<file path="config.mk">
export PLATFORM = sky130hd
export DESIGN_NAME = unsigned_approx_mult_pipe
export DESIGN_NICKNAME = d
export VERILOG_FILES = /design/src/rtl/approx_mult_pkg.sv /design/src/rtl/approx_mult_lowterm.sv /design/src/rtl/unsigned_approx_mult_pipe.sv
export SDC_FILE = /design/constraint.sdc
export NUM_CORES = 1
export LEC_CHECK = 0
export CAP_MARGIN = 20
export CORE_ASPECT_RATIO = 0.9
export CORE_MARGIN = 8
export CORE_UTILIZATION = 40
export DETAILED_ROUTE_END_ITERATION = 8
export PLACE_DENSITY_LB_ADDON = 0.1
export REMOVE_ABC_BUFFERS = 1
export SLEW_MARGIN = 10
export SYNTH_ARGS = -nofsm -noshare
export SYNTH_HDL_FRONTEND = slang
export SYNTH_SLANG_ARGS = --single-unit
</file>
<file path="constraint.sdc">
create_clock -name clk -period 5.85 [get_ports clk]
set_input_delay 0.585 -clock clk [delete_from_list [all_inputs] [get_ports clk]]
set_output_delay 0.585 -clock clk [all_outputs]
set_load 0.05 [all_outputs]
</file>
<file path="src/rtl/approx_mult_pkg.sv">
// ============================================================================
// approx_mult_pkg
// Shared low-term arithmetic for the approximate multiplier family.
// Revision: 1.0
// ============================================================================
`default_nettype none

package approx_mult_pkg;

  localparam int DEF_WIDTH = 8;
  localparam int PROD_W    = 2 * DEF_WIDTH;
  // Functions work on zero-extended operands of this width so any WIDTH < MAX_W fits.
  localparam int MAX_W     = 32;
  localparam int ACC_W     = 2 * MAX_W;
  localparam int IDX_W     = 5;

  // x_low must already have every row at or above L cleared by the caller.
  function automatic logic [ACC_W-1:0] exact_low(input logic [MAX_W-1:0] x_low,
                                                 input logic [MAX_W-1:0] y);
    logic [ACC_W-1:0] acc;
    acc = '0;
    for (int i = 0; i < MAX_W; i++) begin
      if (x_low[i]) acc = acc + ({{MAX_W{1'b0}}, y} << i);
    end
    return acc;
  endfunction

  // Columns below width-1 are dropped; rows are OR-merged in pairs (2k, 2k+1).
  function automatic logic [ACC_W-1:0] pair_comp(input logic [MAX_W-1:0] x_low,
                                                 input logic [MAX_W-1:0] y,
                                                 input int              width,
                                                 input int              l);
    logic [ACC_W-1:0] acc;
    logic             a_ex;
    logic             b_ex;
    logic             a;
    logic             b;
    acc = '0;
    for (int c = 0; c < ACC_W; c++) begin
      for (int k = 0; k < MAX_W; k += 2) begin
        a_ex = (c >= width - 1) && (k < l) && (c - k >= 0) && (c - k < width);
        b_ex = (c >= width - 1) && (k + 1 < l) && (c - k - 1 >= 0) && (c - k - 1 < width);
        a    = a_ex && x_low[IDX_W'(k)] && y[IDX_W'(c - k)];
        b    = b_ex && x_low[IDX_W'(k + 1)] && y[IDX_W'(c - k - 1)];
        acc  = acc + ({{(ACC_W-1){1'b0}}, (a | b)} << c);
      end
    end
    return acc;
  endfunction

endpackage

`default_nettype wire

</file>
<file path="src/rtl/approx_mult_lowterm.sv">
// ============================================================================
// approx_mult_lowterm
// Combinational low-row term (rows below L), exact or approximate per approx_en.
// Revision: 1.0
// ============================================================================
`default_nettype none

module approx_mult_lowterm
  import approx_mult_pkg::*;
#(
  parameter int WIDTH = 8,
  parameter int L     = 4
) (
  input  logic [L-1:0]       x_low,
  input  logic [WIDTH-1:0]   y,
  input  logic               approx_en,
  output logic [2*WIDTH-1:0] low
);

  localparam int LOW_W = 2 * WIDTH;

  logic [MAX_W-1:0] x_ext;
  logic [MAX_W-1:0] y_ext;
  logic [ACC_W-1:0] exact_full;
  logic [ACC_W-1:0] approx_full;
  logic [ACC_W-1:0] sel_full;
  logic             unused_hi;

  assign x_ext = {{(MAX_W-L){1'b0}}, x_low};
  assign y_ext = {{(MAX_W-WIDTH){1'b0}}, y};

  always_comb begin
    exact_full  = exact_low(x_ext, y_ext);
    approx_full = pair_comp(x_ext, y_ext, WIDTH, L);
  end

  assign sel_full  = approx_en ? approx_full : exact_full;
  assign low       = sel_full[LOW_W-1:0];
  // Both terms are bounded below 2^LOW_W, so the upper bits are always zero.
  assign unused_hi = ^sel_full[ACC_W-1:LOW_W];

endmodule

`default_nettype wire

</file>
<file path="src/rtl/unsigned_approx_mult_pipe.sv">
// ============================================================================
// unsigned_approx_mult_pipe
// Three-stage valid/ready unsigned multiplier with per-op approximate low rows.
// Revision: 1.0
// ============================================================================
`default_nettype none

module unsigned_approx_mult_pipe
  import approx_mult_pkg::*;
#(
  parameter int WIDTH = 8,
  parameter int L     = 4,
  parameter int CNT_W = 16
) (
  input  logic               clk,
  input  logic               rst_n,
  input  logic               in_valid,
  output logic               in_ready,
  input  logic [WIDTH-1:0]   x,
  input  logic [WIDTH-1:0]   y,
  input  logic               approx_en,
  output logic               out_valid,
  input  logic               out_ready,
  output logic [2*WIDTH-1:0] z,
  output logic               z_approx,
  output logic [CNT_W-1:0]   approx_cnt
);

  localparam int ZW = 2 * WIDTH;

  logic             adv;
  logic             accept;

  logic             s1_valid;
  logic [WIDTH-1:0] s1_x;
  logic [WIDTH-1:0] s1_y;
  logic             s1_approx;

  logic             s2_valid;
  logic [ZW-1:0]    s2_hi;
  logic [ZW-1:0]    s2_low;
  logic             s2_approx;

  logic [ZW-1:0]    hi_prod;
  logic [ZW-1:0]    low_term;

  assign adv      = !out_valid || out_ready;
  assign in_ready = adv;
  assign accept   = in_valid && adv;

  // Upper rows x[W-1:L] are always exact; the shift restores their weight.
  assign hi_prod = ({{WIDTH{1'b0}}, s1_y} * {{(WIDTH+L){1'b0}}, s1_x[WIDTH-1:L]}) << L;

  approx_mult_lowterm #(
    .WIDTH (WIDTH),
    .L     (L)
  ) u_lowterm (
    .x_low     (s1_x[L-1:0]),
    .y         (s1_y),
    .approx_en (s1_approx),
    .low       (low_term)
  );

  always_ff @(posedge clk or negedge rst_n) begin
    if (!rst_n) begin
      s1_valid  <= 1'b0;
      s1_x      <= '0;
      s1_y      <= '0;
      s1_approx <= 1'b0;
    end else if (adv) begin
      s1_valid <= in_valid;
      if (in_valid) begin
        s1_x      <= x;
        s1_y      <= y;
        s1_approx <= approx_en;
      end
    end
  end

  always_ff @(posedge clk or negedge rst_n) begin
    if (!rst_n) begin
      s2_valid  <= 1'b0;
      s2_hi     <= '0;
      s2_low    <= '0;
      s2_approx <= 1'b0;
    end else if (adv) begin
      s2_valid <= s1_valid;
      if (s1_valid) begin
        s2_hi     <= hi_prod;
        s2_low    <= low_term;
        s2_approx <= s1_approx;
      end
    end
  end

  // Bubbles leave z untouched so the output only changes on a real result.
  always_ff @(posedge clk or negedge rst_n) begin
    if (!rst_n) begin
      out_valid <= 1'b0;
      z         <= '0;
      z_approx  <= 1'b0;
    end else if (adv) begin
      out_valid <= s2_valid;
      if (s2_valid) begin
        z        <= s2_hi + s2_low;
        z_approx <= s2_approx;
      end
    end
  end

  always_ff @(posedge clk or negedge rst_n) begin
    if (!rst_n) begin
      approx_cnt <= '0;
    end else if (accept && approx_en && (approx_cnt != {CNT_W{1'b1}})) begin
      approx_cnt <= approx_cnt + CNT_W'(1);
    end
  end

endmodule

`default_nettype wire

</file>
==> results of run 1 <==
[metrics by stage]
stage | hold slack, ps | power (mW) | util (%) | cells | area, µm²
global placement | 462 | 3.66 | 45.6 | 880 | 6660
floorplan | 289 | 3.01 | - | 625 | 5850
finish | 185 | 4.29 | 47.8 | 897 | 6990
detailed placement | 471 | 3.71 | 45.6 | 880 | 6660
CTS | 450 | 4.32 | 47.6 | 896 | 6960
global route | 214 | 4.71 | 47.8 | 897 | 6990
[path summary, 6_finish.rpt]
path / from / slack, ps / to / cells past startpoint
min in group clk: z[10] / 480 / z[10] / 2
max in group asynchronous: rst_n / 5090 / approx_cnt[3] / 2
worst max-delay path: s1_y[1] / 710 / s2_low[9] / 20
worst min-delay path: rst_n / 190 / z[11] / 1
worst max register to register: s1_y[1] / 710 / s2_low[9] / 20
worst min register to register: z[10] / 480 / z[10] / 2
[worst max-delay path, cell delays in order, from the launching register on]
cell	delay [ps]
dfrtp_1	540
and2_1	240
ha_1	240
fa_1	460
a21oi_1	210
o221ai_2	160
or4b_1	480
nand3_1	150
a21oi_1	90
inv_1	110
ha_1	280
o2111a_1	140
nor4_1	400
o21ai_0	190
ha_1	360
o21a_1	130
o31a_1	110
o21a_1	180
o21a_1	180
o31a_1	280
a21oi_1	130
[cells by family (layout without fill, tap and decap cells)]
kind of cell | Yosys count | after routing
xor+xnor | 39 | 39
flops | 78 | 78
simple gates | 204 | 204
mux | 31 | 31
fa+ha+maj | 69 | 69
buf+inv | 68 | 119
compound gates | 159 | 159
[area by class of cell]
| type | count | area, µm² | area share [%] |
|---|---|---|---|
| tap | 198 | 248 | 3.55 |
| timing repair buffer | 58 | 591 | 8.45 |
| clock buffer | 9 | 225 | 3.22 |
| inverter | 45 | 169 | 2.42 |
| sequential | 78 | 1950 | 27.9 |
| multi-input combinational | 502 | 3730 | 53.3 |
| clock inverter | 7 | 77.6 | 1.11 |
[cell usage after synthesis (2+ instances only)]
library cell	count	area (µm²)
a31oi_1	8	50.1
o21a_1	6	45.0
buf_1	2	7.51
clkbuf_1	17	63.8
or3_1	4	25.0
ha_1	52	651
nor4_1	2	12.5
nor4b_1	3	26.3
nor2b_1	6	37.5
a21oi_1	36	180
a41oi_1	2	17.5
mux2i_1	3	30.0
and3b_1	2	17.5
nand2b_1	6	37.5
a32oi_1	2	17.5
nand3_1	14	70.1
inv_1	44	165
and2_1	16	100
dfrtp_1	78	1950
a22o_1	5	43.8
nor3b_1	2	15.0
buf_2	3	15.0
and3_1	2	12.5
nor3_1	14	70.1
a211oi_1	8	60.1
o21ai_1	2	10.0
nand2_1	89	334
o31ai_1	5	37.5
xor2_1	16	140
o21bai_1	5	37.5
a21o_1	9	67.6
o21ai_0	43	215
a21boi_1	2	15.0
nand3b_1	2	15.0
mux2_2	28	315
o211ai_1	3	22.5
fa_1	17	340
nor2_1	31	116
o31a_1	2	17.5
a211o_1	2	17.5
and4_1	3	26.3
xnor2_1	23	201
[power by group through the flow]
stage	sequential [mW]	clock [mW]	combinational (mW)
after floorplan	1.17	0	1.84
after global routing	1.00	0.620	3.09
after CTS	0.968	0.596	2.76
final	0.963	0.580	2.74
after detailed placement	0.978	0	2.73
after global placement	0.969	0	2.69
[metal layers]
layer  global-route usage (%)  wire [µm]
met3                     3.04        879
met4                     3.81        152
met1                     22.4       7030
met5                        0          0
met2                     23.6       6070
[registers in the layout (all words and copies together) (netlist names)]
signal and cells:
approx_cnt 16, out_valid 1, s1_approx 1, s1_valid 1, s1_x 8, s1_y 8
s2_approx 1, s2_hi 12, s2_low 12, s2_valid 1, z 16, z_approx 1
==> out/qor.txt, run 1 <==
Status - complete, no violations
Post-Synth Adder-Cell Area - 16.7%
Setup Buffers After CTS - 0
CTS Buffer Depth - 2
Setup violators final - 0
Post-synth EDFFs - 0
Seq pwr share - 22.5%
Max_slew headroom - 43.0%
Area Overhead vs Synth - 17.6%
Clock sinks - 78
Global Route Usage Sum - 15.6%
Core area - 14600 µm²
Slew @ Worst Pin - 853 ps
CP endpoint kind - flop
Reg clk slew, reported paths - 60 ps
Initial antenna violation count - 0
Nets - 784
GPL Wtd Cong - 0.854
Commonest non-fill, non-tap cell in the layout - nand2_1
Post-Route WL - 14100 µm
Die area - 19000 µm²
Residual DRC count - 0
Fin crit share - 87.8%
Die Y - 132 µm
# IOs - 56
Post-synthesis compound-gate area fraction - 17.8%
Largest net degree at the start of global routing - 79
Period minus WS final - 5140 ps
TritonCTS clock tree - built
Wire length of the first global-routing pass - 24000 µm
Worst slack, placed - 826 ps
Ant. Diodes - 0
Commonest cells after routing, fill and taps aside - 89 x nand2_1, 78 x dfrtp_1, 54 x clkdlybuf4s50_1
Worst endpoint required time - 6120 ps
Slew Viols, Final - 0
Max-capacitance violation count - 0
Initial core utilization - 40.7%
Count of final hold-check violations - 0
Clk pwr share - 13.5%
Via-to-Cell Ratio - 5.23
Total CTS buffers - 9
Power density over the cells - 614 nW/µm²
Wire length per cell - 15.8 µm
VDD IR max - 0.250 mV
Max Clock Skew - 5.97 ps
DR iter-0 viols - 265
Skew-Pair Late Insertion Delay - 340 ps
Post-synthesis mux area share - 5.81%
Synth cell types - 71
Fmax - 195 MHz
Sw Pwr - 2.05 mW
Hold buffer count at CTS - 0
Synth Warn # - 0
RSZ-0062 raised after global routing - false
H-tree depth - 3
DP HPWL - 10900 µm
Vias in the first global route - 4690
Sequential area share after synthesis - 32.8%
Ys async rst share - 100%
Startpoint Class - flop
Crit-path max FO - 12
Largest family of logic cells by synthesized area - compound AO/OA/AOI/OAI gates
Global route overflow - 0
Simple logic cell fraction of the synthesized area - 16.6%
Die W - 145 µm
Sw frac - 47.8%
Post-CTS sizing - 0
Initial DRT Pass Iterations - 4
Cell area after synthesis - 5940 µm²
Rows - 42
XOR/XNOR Fraction of Synth Area - 5.75%
Crit Path Category - reg2reg
Post-synthesis area per instance - 9.17 µm²
Root Driver - clkbuf_16
Leakage Power - 3.19 nW
CP Data Arrival Time - 5410 ps
Layout cells sized above 1 - 8.87%
Commonest register cell after synthesis - dfrtp_1
Comb pwr share - 64.0%
Port bufs - 55
Setup tns final - 0 ps
Internal Pwr Total - 2.24 mW
HP Class - in2async
Fillers - 1425
Cells after Synth - 648
Setup WS post-layout - 712 ps
Post-synthesis register bit count - 78
Antenna-violating nets left - 0
Overall via count from detail_route - 4689
(Power assumes the default switching activity.)
==> inputs of run 2 (changes only) <==
- DONT_BUFFER_PORTS: unset -> 1
==> run 2 against run 1 <==
  * Sequential share of layout area up 2.3 points
  * Global-route usage about the same
  * Setup slack worse by 0.58 ps
  * Die area unchanged
  * Critical path type unchanged
  * Critical endpoint unchanged
==> out/qor.txt, run 2 (synthesized netlist as in run 1, its figures left out) <==
Status - complete, no violations (unchanged)
Skew-Pair Late Insertion Delay - 350 ps (was 340 ps)
Hold buffer count at CTS - 1 (was 0)
Global Route Usage Sum - 15.6% (about the same)
DP HPWL - 11000 µm (was 10900 µm)
Antenna-violating nets left - 0 (unchanged)
Initial antenna violation count - 0 (unchanged)
Crit-path max FO - 12 (unchanged)
Residual DRC count - 0 (unchanged)
Fillers - 1468 (was 1425)
Die W - 145 µm (unchanged)
CP endpoint kind - flop (unchanged)
Overall via count from detail_route - 4576 (was 4689)
GPL Wtd Cong - 0.827 (was 0.854)
Met2 Use GR - 24.3% (was 23.6%)
CTS Buffer Depth - 2 (unchanged)
Nets - 731 (was 784)
Slowest Stage Delay on Critical Path - 550 ps (was 540 ps)
Setup violators final - 0 (unchanged)
HP Class - in2async (unchanged)
Global route overflow - 0 (unchanged)
Worst Hold Slack - 120 ps (was 185 ps)
CP Cell Sequence - and2_1 -> ha_1 -> fa_1 -> a21oi_1 -> o221ai_2 -> or4b_1 -> nand3_1 -> a21oi_1 -> inv_1 -> ha_1 -> o2111a_1 -> nor4_1 -> o21ai_0 -> ha_1 -> o21a_1 -> o31a_1 -> o21a_1 -> o21a_1 -> o31a_1 -> a21oi_1 (unchanged)
Fin crit share - 87.8% (about the same)
Count of final hold-check violations - 0 (unchanged)
Area Overhead vs Synth - 8.59% (was 17.6%)
H-tree depth - 3 (unchanged)
Reg clk slew, reported paths - 70 ps (was 60 ps)
Rows - 42 (unchanged)
Wire length of the first global-routing pass - 23700 µm (was 24000 µm)
Setup Buffers After CTS - 0 (unchanged)
Largest net degree at the start of global routing - 79 (unchanged)
Wire length per cell - 16.9 µm (was 15.8 µm)
Initial core utilization - 40.7% (unchanged)
Die Y - 132 µm (unchanged)
Largest registers - approx_cnt x16, z x16 (unchanged)
Die area - 19000 µm² (unchanged)
Max-capacitance violation count - 0 (unchanged)
Startpoint Class - flop (unchanged)
Crit Path Category - reg2reg (unchanged)
Met1 global-route usage - 21.1% (was 22.4%)
Vias in the first global route - 4542 (was 4690)
Initial DRT Pass Iterations - 5 (was 4)
Core area - 14600 µm² (unchanged)
VDD IR max - 0.183 mV (was 0.250 mV)
M3 GR Usage - 4.34% (was 3.04%)
# IOs - 56 (unchanged)
RSZ-0062 raised after global routing - false (unchanged)
Port bufs - 0 (was 55)
Clock sinks - 78 (unchanged)
Setup tns final - 0 ps (unchanged)
Commonest cells after routing, fill and taps aside - 89 x nand2_1, 78 x dfrtp_1, 52 x ha_1 (was 89 x nand2_1, 78 x dfrtp_1, 54 x clkdlybuf4s50_1)
CP Data Arrival Time - 5400 ps (was 5410 ps)
Via-to-Cell Ratio - 5.42 (was 5.23)
Commonest non-fill, non-tap cell in the layout - nand2_1 (unchanged)
Slew @ Worst Pin - 864 ps (was 853 ps)
Layout cells sized above 1 - 9.75% (was 8.87%)
Root Driver - clkbuf_16 (unchanged)
Register area - 1950 µm² (unchanged)
Total CTS buffers - 9 (unchanged)
Leakage Power - 2.99 nW (was 3.19 nW)
Max Clock Skew - 15.2 ps (was 5.97 ps)
Worst endpoint required time - 6110 ps (was 6120 ps)
Ant. Diodes - 0 (unchanged)
DR iter-0 viols - 252 (was 265)
Slew Viols, Final - 0 (unchanged)
Layout Cells excl Fill - 844 (was 897)
Top Usage Layer GRT - met2 (unchanged)
Area of the multi-input gates - 3730 µm² (unchanged)
DP Cell Count - 827 (was 880)
Power density over the cells - 643 nW/µm² (was 614 nW/µm²)
TritonCTS clock tree - built (unchanged)
Slowest-stage cell, CP - dfrtp_1 (unchanged)
Fmax - 195 MHz (about the same)
Period minus WS final - 5140 ps (about the same)
Post-CTS sizing - 0 (unchanged)
Post-Route WL - 14300 µm (was 14100 µm)
Max_slew headroom - 42.3% (was 43.0%)
## run 2: final timing paths
kind | start | endpoint | slack (ps) | cells after the start
min in group clk | x[1] | s1_x[1] | 380 | 1
worst min register to register | s2_approx | s2_approx | 480 | 2
worst max register to register | s1_y[1] | s2_low[9] | 710 | 20
max in group asynchronous | rst_n | s1_y[1] | 5400 | 1
worst max-delay path | s1_y[1] | s2_low[9] | 710 | 20
worst min-delay path | rst_n | s2_valid | 120 | 1
## run 2: critical path, delay by kind of cell, from the launching register on
kind	cells	cell delay (ps)
AO/OA/AOI/OAI	11	1840
adder cells (fa/ha/maj)	4	1320
AND/OR/NAND/NOR	4	1250
flip-flops	1	550
buffers and inverters	1	110
## run 2: routing by layer
metal	vias to the layer above	part of all wire (%)	wire length (µm)
met2	92	44	6360
met1	2204	49	6970
li1	2269	-	-
met5	-	0	0
met3	11	6.1	870
met4	0	0.71	102
## run 2: cell type report
| cell class | instances | share of cell area [%] |
|---|---|---|
| Multi-Input combinational cell | 502 | 57.7 |
| Clock buffer | 9 | 3.49 |
| Sequential cell | 78 | 30.2 |
| Tap cell | 198 | 3.84 |
| Clock inverter | 7 | 1.20 |
| Inverter | 45 | 2.62 |
| Timing Repair Buffer | 5 | 0.892 |
## run 2: power breakdown
| group | total, mW | internal (mW) | switching, mW | leakage [nW] |
|---|---|---|---|---|
| logic | 2.32 | 1.04 | 1.28 | 1.87 |
| clock network | 0.587 | 0.337 | 0.250 | 0.153 |
| registers | 1.24 | 0.727 | 0.513 | 0.973 |
## run 2: through the flow
step / worst slack [ps] / cell area (µm²) / power, mW / utilization (%)
floorplan: 1310 / 5850 / 3.01 / -
global placement: 915 / 6120 / 3.52 / 41.9
detailed placement: 774 / 6120 / 3.56 / 41.9
CTS: 738 / 6450 / 4.19 / 44.2
global route: 400 / 6450 / 4.55 / 44.2
finish: 712 / 6450 / 4.15 / 44.2
==> inputs of run 3 (changes only) <==
- CAP_MARGIN: 20 -> 0
==> results of run 3 <==
Same layout as run 2: the final DEF is identical, and so are final timing and power.
